## config.mk

```make
export PLATFORM = sky130hd
export DESIGN_NAME = ifu_fetch
export DESIGN_NICKNAME = d
export VERILOG_FILES = /design/src/rtl/ifu_fetch.sv
export SDC_FILE = /design/constraint.sdc
export NUM_CORES = 1
export LEC_CHECK = 0
export ABC_AREA = 1
export CORE_MARGIN = 3
export CORE_UTILIZATION = 49
export CTS_BUF_LIST = sky130_fd_sc_hd__clkbuf_16
export CTS_CLUSTER_SIZE = 10
export DETAILED_ROUTE_END_ITERATION = 8
export GPL_ROUTABILITY_DRIVEN = 0
export PLACE_DENSITY = 0.9
export SETUP_SLACK_MARGIN = 0.1
export SLEW_MARGIN = 20
export SYNTH_ARGS = -nofsm -noshare
export SYNTH_HDL_FRONTEND = slang
export SYNTH_SLANG_ARGS = --single-unit
```

## constraint.sdc

```tcl
create_clock -name clk -period 6.3 [get_ports clk]
set_input_delay 1.26 -clock clk [delete_from_list [all_inputs] [get_ports clk]]
set_output_delay 1.26 -clock clk [all_outputs]
set_load 0.02 [all_outputs]
```

## src/rtl/ifu_fetch.sv

```systemverilog
// RV32 instruction fetch unit: owns the PC, issues one fetch at a time and
// holds the fetched word for the decoder; redirects squash stale fetches.
module ifu_fetch #(
    parameter logic [31:0] RESET_PC = 32'h8000_0000
) (
    input  logic        clk,
    input  logic        rst,
    output logic        imem_req_valid,
    input  logic        imem_req_ready,
    output logic [31:0] imem_req_addr,
    input  logic        imem_resp_valid,
    input  logic [31:0] imem_resp_data,
    output logic [31:0] inst,
    output logic [31:0] inst_pc,
    output logic        inst_valid,
    input  logic        inst_ready,
    input  logic        redirect_valid,
    input  logic [31:0] redirect_pc
);

    typedef enum logic [1:0] {
        IDLE,
        REQ,
        WAIT,
        HOLD
    } state_t;

    state_t      state_q, state_d;
    logic [31:0] pc_q, pc_d;
    logic        drop_q, drop_d;
    logic [31:0] inst_q, inst_d;
    logic [31:0] inst_pc_q, inst_pc_d;
    logic        inst_valid_q, inst_valid_d;

    always_ff @(posedge clk or posedge rst) begin
        if (rst) begin
            state_q      <= IDLE;
            pc_q         <= RESET_PC;
            drop_q       <= 1'b0;
            inst_q       <= '0;
            inst_pc_q    <= '0;
            inst_valid_q <= 1'b0;
        end else begin
            state_q      <= state_d;
            pc_q         <= pc_d;
            drop_q       <= drop_d;
            inst_q       <= inst_d;
            inst_pc_q    <= inst_pc_d;
            inst_valid_q <= inst_valid_d;
        end
    end

    always_comb begin
        state_d      = state_q;
        pc_d         = pc_q;
        drop_d       = drop_q;
        inst_d       = inst_q;
        inst_pc_d    = inst_pc_q;
        inst_valid_d = inst_valid_q;

        unique case (state_q)
            IDLE: state_d = REQ;
            REQ: begin
                if (imem_req_ready) state_d = WAIT;
            end
            WAIT: begin
                if (imem_resp_valid) begin
                    if (drop_q) begin
                        drop_d  = 1'b0;
                        state_d = REQ;
                    end else begin
                        inst_d       = imem_resp_data;
                        inst_pc_d    = pc_q;
                        inst_valid_d = 1'b1;
                        state_d      = HOLD;
                    end
                end
            end
            HOLD: begin
                if (inst_ready) begin
                    inst_valid_d = 1'b0;
                    pc_d         = pc_q + 32'd4;
                    state_d      = REQ;
                end
            end
            default: state_d = IDLE;
        endcase

        // A redirect overrides every PC update and squashes any data in flight.
        if (redirect_valid) begin
            pc_d = {redirect_pc[31:2], 2'b00};
            unique case (state_q)
                IDLE: state_d = REQ;
                REQ: begin
                    if (imem_req_ready) begin
                        drop_d  = 1'b1;
                        state_d = WAIT;
                    end else begin
                        state_d = REQ;
                    end
                end
                WAIT: begin
                    inst_d       = inst_q;
                    inst_pc_d    = inst_pc_q;
                    inst_valid_d = 1'b0;
                    if (imem_resp_valid) begin
                        drop_d  = 1'b0;
                        state_d = REQ;
                    end else begin
                        drop_d  = 1'b1;
                        state_d = WAIT;
                    end
                end
                HOLD: begin
                    inst_valid_d = 1'b0;
                    state_d      = REQ;
                end
                default: state_d = IDLE;
            endcase
        end
    end

    assign imem_req_valid = (state_q == REQ);
    assign imem_req_addr  = pc_q;
    assign inst           = inst_q;
    assign inst_pc        = inst_pc_q;
    assign inst_valid     = inst_valid_q;

endmodule

```

==> impl_metrics.csv, run 1 <==
group,metric,value,unit
status,status,"finished, final reports clean",
cells_and_area,layout_common_cells,"clkdlybuf4s50_1, nand2_1, dfrtp_1, inv_1, nor2_1",
die,dieWidth,106,um
cts,numClockSinks,96,
cts,cts_made_buffers,9,
logic_synthesis,synth_edf_count,0,
setup_path,end_kind,"primary output",
logic_synthesis,synth-main-ff-cell,"dfrtp_1",
logic_synthesis,ys_seq_area_frac,0.492,
timing,maxClockFrequency,330,MHz
cells_and_area,layout_commonest_cell,"clkdlybuf4s50_1",
global_route,grt_pass1_wl,23.9,mm
placement,dp_hpwl,10.7,mm
timing,maxSlewViolCount,0,
setup_path,cp.required,5040,ps
logic_synthesis,syn_area,4890,um^2
setup_path,r2r_setup_slack,4040,ps
logic_synthesis,syn_avg_cell_area,9.26,um^2
cts,cts_tree,"yes",
timing,fin_crit,3030,ps
cells_and_area,drive_above_1_share,0.113,
die,rows,35,
power,p_leak,3.18,nW
setup_path,path_delay_family,"buffers and inverters",
cts,htree_levels,3,
cells_and_area,design_area,6850,um^2
placement,dpl_cell_area,6560,um^2
detailed_routing,firstDrtPassIters,4,
cells_and_area,area_growth,40.1,%
timing,worstMarginPinSlew,869,ps
logic_synthesis,synth_compound_area_frac,0.0704,
setup_path,cpPeakStageDelay,640,ps
setup_path,critPathKind,"flop to primary output",
logic_synthesis,yosys_warnings,0,
logic_synthesis,synth-simple-area-share,0.211,
timing,clock_skew,8.87,ps
setup_path,start_kind,"flop",
min_path,worstHoldStart,"inst_pc[27]",
die,die_area,11200,um^2
global_route,grt_usage,0.274,
cts,clk_pin_slew,70,ps
cts,post_cts_buffers,0,
cts,clk_path_buf_depth,2,
timing,post-route-period-util,0.481,
detailed_routing,wl_per_cell,18.2,um
detailed_routing,vias,4264,
detailed_routing,ant_nets,0,
logic_synthesis,synth_mux_area_frac,0.127,
cells_and_area,finalNetCount,760,
detailed_routing,viasPerCell,5.21,
timing,hold_viol,0,
placement,io_buffers,161,
setup_path,worst-path-buf-inv,2,
setup_path,worst_path_max_delay_cell,"clkdlybuf4s50_1",
power,vdd.ir_drop.worst,243,uV
flow_run,drv_cap,0,
cts,cts.repair.resized,0,
min_path,min_to,"inst_pc[27]",
die,io_pins,168,
cts,hold_buffers,0,
global_route,grt.overflow.total,0,
cts,cts_root_buf,"clkbuf_16",
logic_synthesis,synth-xor-area-share,0.0197,
detailed_routing,drt-total-wl,14.9,mm
timing,relSlewSlack,0.421,
global_route,first_global_vias,4462,
min_path,holdCritPathClass,"flop to flop",
cells_and_area,diodes,0,
min_path,min_path_cells,2,
setup_path,r2r_cells,5,
timing,grt_setup_unrepaired,"false",
cts,clk-insertion-delay-late,350,ps
logic_synthesis,synth_cell_types,36,
die,die_y,106,um
setup_path,crit_fanout,5,
logic_synthesis,netlist_instances,528,
logic_synthesis,synthArstFlopShare,1.00,
setup_path,reg2reg_to,"inst[21]",
detailed_routing,drt_iter0_markers,151,
timing,setup_tns,0,ps
setup_path,timing.rr.start,"state_q[0]",
logic_synthesis,synth_top_family_by_area,"simple AND/OR/NAND/NOR gates",
timing,setup_viol,0,
power,power-per-cell-area,414,nW/um^2
global_route,grt_max_degree,67,
setup_path,path_cells,"inv_1 > ha_1 > clkdlybuf4s50_1",
die,initial_core_util,0.517,
global_route,antenna_found_initial,0,
logic_synthesis,synthAdderAreaFrac,0.0128,
detailed_routing,drcViolationCount,0,
logic_synthesis,synth_seq_cells,96,
die,core_area,9460,um^2
setup_path,critical_path_arrival,1770,ps
[synthesized netlist by cell type (all sizes together) (2+ instances only)]
cell type | number | area (um^2)
nand2 | 146 | 553
dfrtp | 95 | 2380
nor2 | 52 | 233
inv | 49 | 186
mux2 | 42 | 623
nand3 | 36 | 180
o21ai | 33 | 165
buf | 13 | 106
a21oi | 10 | 50.1
xor2 | 9 | 78.8
clkbuf | 8 | 30.0
o211ai | 6 | 45.0
ha | 5 | 62.6
nand4 | 4 | 40.0
nor3 | 4 | 20.0
o21bai | 4 | 30.0
xnor2 | 2 | 17.5
[flip-flops by register name (all words and copies together) (netlist names)]
| signal | cells |
|---|---|
| imem_req_addr | 30 |
| drop_q | 1 |
| inst_pc | 30 |
| inst_valid | 1 |
| state_q | 2 |
| inst | 32 |
[through the flow]
step	setup WS, ps	total power, mW	hold slack (ps)	cells	utilization
6_report	3270	2.84	487	818	0.724
2_1_floorplan	2540	1.67	502	531	-
3_3_place_gp	2080	2.23	472	803	0.694
5_1_grt	3150	2.97	514	818	0.724
3_5_place_dp	1990	2.28	476	803	0.694
4_1_cts	2340	2.85	492	818	0.725
[logic make-up after synthesis]
| kind of cell | after synthesis |
|---|---|
| simple gates | 243 |
| flops | 96 |
| buf+inv | 70 |
| compound gates | 60 |
| mux | 42 |
| xor+xnor | 11 |
| fa+ha+maj | 5 |
| other cells | 1 |
[routing by layer]
layer | track usage | wire length (um) | vias up
met2 | 0.494 | 7700 | 158
met1 | 0.312 | 5760 | 2068
li1 | - | - | 2019
met5 | 0 | 0 | -
met4 | 0.0666 | 231 | 0
met3 | 0.0894 | 1230 | 19
[area by class of cell]
type                    count  area (um^2)
clock buffers               9          225
clock inverters             6         68.8
fillers                   706         2610
inverters                  49          189
multi-input cells         365         2170
flip-flops and latches     96         2400
well taps                 129          161
repair buffers            164         1630
[worst min-delay path, stage by stage (launching register included)]
cell	delay (ps)
dfrtp_1	350
nand2_1	50
o21ai_0	50
[worst max-delay path by stage]
stage	slack [ps]	to	from	cells past startpoint
final	3270	imem_req_valid	state_q[1]	3
after global routing	3150	inst[1]	redirect_valid	5
after CTS	2340	inst[21]	redirect_valid	5
after detailed placement	1990	inst[9]	redirect_valid	5
after global placement	2080	inst[7]	redirect_valid	5
after floorplan	2540	drop_q	rst	1
[report_power, final]
| group | total (mW) | switching, mW | internal (mW) |
|---|---|---|---|
| Sequential | 1.01 | 0.172 | 0.840 |
| Clock | 0.552 | 0.243 | 0.308 |
| Combinational | 1.28 | 0.627 | 0.649 |
| Total | 2.84 | 1.04 | 1.80 |
(Power assumes the default switching activity.)
==> run 2: changes to the inputs <==
--- a/config.mk
+++ b/config.mk
@@ -7,12 +7,12 @@
 export LEC_CHECK = 0
 export ABC_AREA = 1
 export CORE_MARGIN = 3
-export CORE_UTILIZATION = 49
+export CORE_UTILIZATION = 41
 export CTS_BUF_LIST = sky130_fd_sc_hd__clkbuf_16
 export CTS_CLUSTER_SIZE = 10
 export DETAILED_ROUTE_END_ITERATION = 8
 export GPL_ROUTABILITY_DRIVEN = 0
-export PLACE_DENSITY = 0.9
+export PLACE_DENSITY = 0.8
 export SETUP_SLACK_MARGIN = 0.1
 export SLEW_MARGIN = 20
 export SYNTH_ARGS = -nofsm -noshare
==> constraint.sdc (replaced) <==
create_clock -name clk -period 2.5 [get_ports clk]
set_input_delay 0.5 -clock clk [delete_from_list [all_inputs] [get_ports clk]]
set_output_delay 0.5 -clock clk [all_outputs]
set_load 0.02 [all_outputs]
==> run 2 against run 1 <==
  * Utilization down 12 points
  * Combinational power increased by 150%
  * Largest cell class unchanged
  * First-iteration DRC count is 100% higher
  * Cell area is 0.93% higher
  * Routed wire length is 7.7% lower
  * Via count is 1.1% lower
  * Clock-buffer cell count unchanged
==> impl_metrics.csv, run 2 (synthesis results as in run 1) <==
group,metric,value,unit
status,status,"finished, final reports clean",
placement,io_buffers,161,
power,vdd.ir_drop.worst,430,uV
min_path,holdCritPathClass,"flop to flop",
cts,clk_path_buf_depth,2,
cells_and_area,layout_commonest_cell,"clkdlybuf4s50_1",
detailed_routing,vias,4219,
detailed_routing,firstDrtPassIters,4,
global_route,antenna_found_initial,0,
cells_and_area,finalNetCount,764,
power,p_leak,3.20,nW
timing,maxSlewViolCount,0,
power,power-per-cell-area,1020,nW/um^2
setup_path,start_kind,"flop",
power,total_power,7.04,mW
cells_and_area,layout_common_cells,"clkdlybuf4s50_1, nand2_1, dfrtp_1, inv_1, nor2_1",
cells_and_area,multi_input_area,2170,um^2
timing,grt_setup_unrepaired,"false",
setup_path,critPathKind,"flop to primary output",
placement,dp_hpwl,10.3,mm
cts,cts.repair.resized,0,
flow_run,drv_cap,0,
setup_path,critical_path_arrival,1730,ps
detailed_routing,viasPerCell,5.04,
timing,worstMarginPinSlew,546,ps
global_route,grt_usage,0.212,
timing,setup_tns,0,ps
cells_and_area,layout.cells.non_filler,837,
cts,cts_tree,"yes",
detailed_routing,drt_iter0_markers,306,
cts,post_cts_buffers,0,
timing,post-route-period-util,0.890,
die,core_area,11500,um^2
global_route,grt_pass1_wl,22.1,mm
cells_and_area,area_growth,41.4,%
cts,clk_pin_slew,60,ps
cells_and_area,largest_reg_flops,32,
die,rows,39,
timing,hold_viol,0,
cts,htree_levels,3,
die,dieWidth,115,um
cells_and_area,fill_cells,975,
setup_path,end_kind,"primary output",
setup_path,cp.required,2000,ps
timing,relSlewSlack,0.636,
die,initial_core_util,0.424,
cells_and_area,seq_area,2400,um^2
die,io_pins,168,
timing,setup_viol,0,
die,die_y,115,um
timing,fin_crit,2230,ps
detailed_routing,drcViolationCount,0,
timing,maxClockFrequency,449,MHz
global_route,grt_max_degree,97,
cts,cts_root_buf,"clkbuf_16",
cts,clk-insertion-delay-late,350,ps
setup_path,crit_fanout,5,
cts,hold_buffers,0,
detailed_routing,wl_per_cell,16.4,um
cts,cts_made_buffers,9,
cells_and_area,drive_above_1_share,0.111,
detailed_routing,drt-total-wl,13.8,mm
die,die_area,13300,um^2
placement,placed_cells,821,
detailed_routing,ant_nets,0,
cts,numClockSinks,96,
timing,clock_skew,9.84,ps
cells_and_area,diodes,0,
global_route,first_global_vias,4332,
global_route,grt.overflow.total,0,
## run 2: cell count changes in the layout (fill, tap and decap cells not counted), moves of 2 or more
| cell | change |
|---|---|
| clkinv_1 | +4 |
| buf_12 | +2 |
| buf_4 | +2 |
| inv_6 | -2 |
## run 2: through the flow
| step | hold WS, ps | setup WS [ps] | area, um^2 | utilization |
|---|---|---|---|---|
| global placement | 467 | 429 | 6640 | 0.576 |
| global route | 515 | 200 | 6910 | 0.600 |
| floorplan | 502 | 867 | 4900 | - |
| CTS | 490 | 259 | 6910 | 0.600 |
| detailed placement | 474 | 410 | 6640 | 0.576 |
| finish | 483 | 275 | 6910 | 0.600 |
## run 2: layer usage
layer	vias to the layer above	wire length (um)	part of all wire	track usage
met2	188	6540	0.48	0.353
met1	1986	5790	0.42	0.261
met4	0	282	0.020	0.0861
met5	-	0	0	0
li1	2025	-	-	-
met3	20	1150	0.083	0.0579
## run 2: area by class of cell
type,instances,area share
Clock buffer,9,0.0326
Clock inverter,7,0.00778
Inverter,49,0.0275
Multi-Input combinational cell,365,0.314
Sequential cell,96,0.348
Tap cell,143,0.0259
Timing Repair Buffer,168,0.244
## run 2: worst paths after layout
check / cells past startpoint / startpoint / slack (ps) / end
hold reg to reg: 2 / inst_pc[11] / 480 / inst_pc[11]
setup reg to reg: 5 / state_q[0] / 760 / inst_pc[21]
setup / recovery: 3 / state_q[1] / 270 / imem_req_valid
max in group asynchronous: 3 / rst / 1430 / imem_req_addr[31]
hold / removal: 2 / inst_pc[11] / 480 / inst_pc[11]
min in group asynchronous: 3 / rst / 620 / inst[0]
## run 2: critical path, stage by stage, from the launching register on
cell	delay, ps
dfrtp_1	400
inv_1	90
ha_1	240
clkdlybuf4s50_1	640
## run 2: where the power goes
group,switching [mW],internal [mW]
logic,1.53,1.65
registers,0.408,2.12
clock network,0.579,0.757
==> run 3: changes to the inputs <==
--- a/config.mk
+++ b/config.mk
@@ -12,9 +12,9 @@
 export CTS_CLUSTER_SIZE = 10
 export DETAILED_ROUTE_END_ITERATION = 8
 export GPL_ROUTABILITY_DRIVEN = 0
+export MAX_ROUTING_LAYER = met4
 export PLACE_DENSITY = 0.8
 export SETUP_SLACK_MARGIN = 0.1
-export SLEW_MARGIN = 20
 export SYNTH_ARGS = -nofsm -noshare
 export SYNTH_HDL_FRONTEND = slang
 export SYNTH_SLANG_ARGS = --single-unit
==> run 3 against run 2 <==
  * Largest power group unchanged
  * Clock skew about the same
  * Worst setup slack worse by 5.3 ps
  * Non-clock buffer count stayed put
  * Clock-buffer cell count did not move
  * Flip-flop and latch count unchanged
  * Cell area unchanged
  * Critical path type unchanged
  * Sequential share of layout area is the same
  * Register-to-register slack hardly changed
  * Final cell count unchanged
  * Die area unchanged
  * Via count hardly changed
  * Utilization is the same
  * Critical endpoint unchanged
==> impl_metrics.csv, run 3 (synthesis results as in run 1) <==
group,metric,value,unit
status,status,"finished, final reports clean",
placement,dpl_cell_area,6640,um^2
setup_path,critPathKind,"flop to primary output",
global_route,antenna_found_initial,0,
power,switching_share,0.358,
setup_path,reg2reg_to,"inst_pc[21]",
setup_path,critical_path_arrival,1730,ps
cts,numClockSinks,96,
setup_path,r2r_setup_slack,750,ps
global_route,grt_usage,0.218,
die,die_y,115,um
cts,cts_tree,"yes",
timing,fin_crit,2230,ps
detailed_routing,vias,4222,
global_route,first_global_vias,4330,
detailed_routing,viasPerCell,5.04,
cts,cts_root_buf,"clkbuf_16",
cts,clk_path_buf_depth,2,
timing,maxSlewViolCount,0,
timing,post-route-period-util,0.892,
setup_path,cp-startpoint,"state_q[1]",
detailed_routing,firstDrtPassIters,5,
detailed_routing,ant_nets,0,
cts,clk-insertion-delay-late,350,ps
die,initial_core_util,0.424,
setup_path,critPathCapture,"imem_req_valid",
die,dieWidth,115,um
timing,setup_tns,0,ps
cells_and_area,final_util,0.600,
power,seqPwrFrac,0.358,
global_route,grt.overflow.total,0,
cells_and_area,area_growth,41.4,%
placement,io_buffers,161,
detailed_routing,drt-total-wl,13.8,mm
min_path,holdCritPathClass,"flop to flop",
placement,dp_hpwl,10.3,mm
setup_path,crit_fanout,5,
timing,hold_viol,0,
timing,relSlewSlack,0.635,
cts,post_cts_buffers,0,
power,netSwitchingPower,2.52,mW
timing,setup_viol,0,
setup_path,cp.required,2000,ps
cells_and_area,largest_reg_flops,32,
timing,clock_skew,9.84,ps
power,p_leak,3.20,nW
cts,clk_pin_slew,60,ps
cells_and_area,diodes,0,
cts,hold_buffers,0,
flow_run,drv_cap,0,
cells_and_area,layout_common_cells,"clkdlybuf4s50_1, nand2_1, dfrtp_1, inv_1, nor2_1",
detailed_routing,drcViolationCount,0,
cells_and_area,finalNetCount,764,
cells_and_area,drive_above_1_share,0.111,
setup_path,start_kind,"flop",
power,pwr-share-comb,0.452,
timing,maxClockFrequency,448,MHz
die,io_pins,168,
detailed_routing,wl_per_cell,16.5,um
die,rows,39,
power,power-per-cell-area,1020,nW/um^2
cts,cts.repair.resized,0,
cts,htree_levels,3,
die,die_area,13300,um^2
cells_and_area,layout_commonest_cell,"clkdlybuf4s50_1",
power,clkPwrFrac,0.190,
timing,worstMarginPinSlew,548,ps
power,vdd.ir_drop.worst,430,uV
cells_and_area,design_area,6910,um^2
setup_path,r2r_cells,5,
die,core_area,11500,um^2
global_route,grt_pass1_wl,22.1,mm
power,internal-power,4.52,mW
detailed_routing,drt_iter0_markers,341,
setup_path,timing.rr.start,"state_q[0]",
setup_path,end_kind,"primary output",
cts,cts_made_buffers,9,
global_route,grt_max_degree,97,
timing,grt_setup_unrepaired,"false",
## run 3: cell counts in the layout (fill, tap and decap cells not counted)
Identical to the previous run, type by type.
## run 3: stage by stage
| stage | power [mW] | hold slack (ps) | std cells | setup slack (ps) |
|---|---|---|---|---|
| 2_1_floorplan | 4.20 | 502 | 531 | 867 |
| 6_report | 7.04 | 483 | 837 | 270 |
| 3_5_place_dp | 5.75 | 474 | 821 | 410 |
| 4_1_cts | 7.11 | 490 | 837 | 259 |
| 3_3_place_gp | 5.62 | 467 | 821 | 429 |
| 5_1_grt | 7.44 | 515 | 837 | 204 |
## run 3: cell type report
cell class | instances | area [um^2]
fillers | 975 | 4600
well taps | 143 | 179
multi-input cells | 365 | 2170
repair buffers | 168 | 1690
flip-flops and latches | 96 | 2400
clock inverters | 7 | 53.8
clock buffers | 9 | 225
inverters | 49 | 190
## run 3: power groups by stage
stage	Sequential, mW	Clock, mW	Combinational [mW]
6_report	2.52	1.34	3.18
3_5_place_dp	2.55	0	3.19
3_3_place_gp	2.51	0	3.11
2_1_floorplan	3.14	0	1.06
5_1_grt	2.60	1.43	3.41
4_1_cts	2.53	1.37	3.21
## run 3: per-layer routing
metal	up-vias	routed length, um	GRT usage
met4	0	290	0.0861
met3	22	1110	0.0526
met5	-	0	-
met2	186	6520	0.353
li1	2027	-	-
met1	1987	5860	0.264
## run 3: critical path: stages, from the launching register on
cell	delay, ps
dfrtp_1	400
inv_1	100
ha_1	240
clkdlybuf4s50_1	640
## run 3: worst min path at each step
stage	start	endpoint	slack, ps	cells after the start
2_1_floorplan	drop_q	drop_q	500	2
3_3_place_gp	inst_pc[11]	inst_pc[11]	470	2
3_5_place_dp	inst_pc[18]	inst_pc[18]	470	2
4_1_cts	inst_pc[18]	inst_pc[18]	490	2
5_1_grt	inst[1]	inst[1]	520	1
6_report	inst_pc[11]	inst_pc[11]	480	2
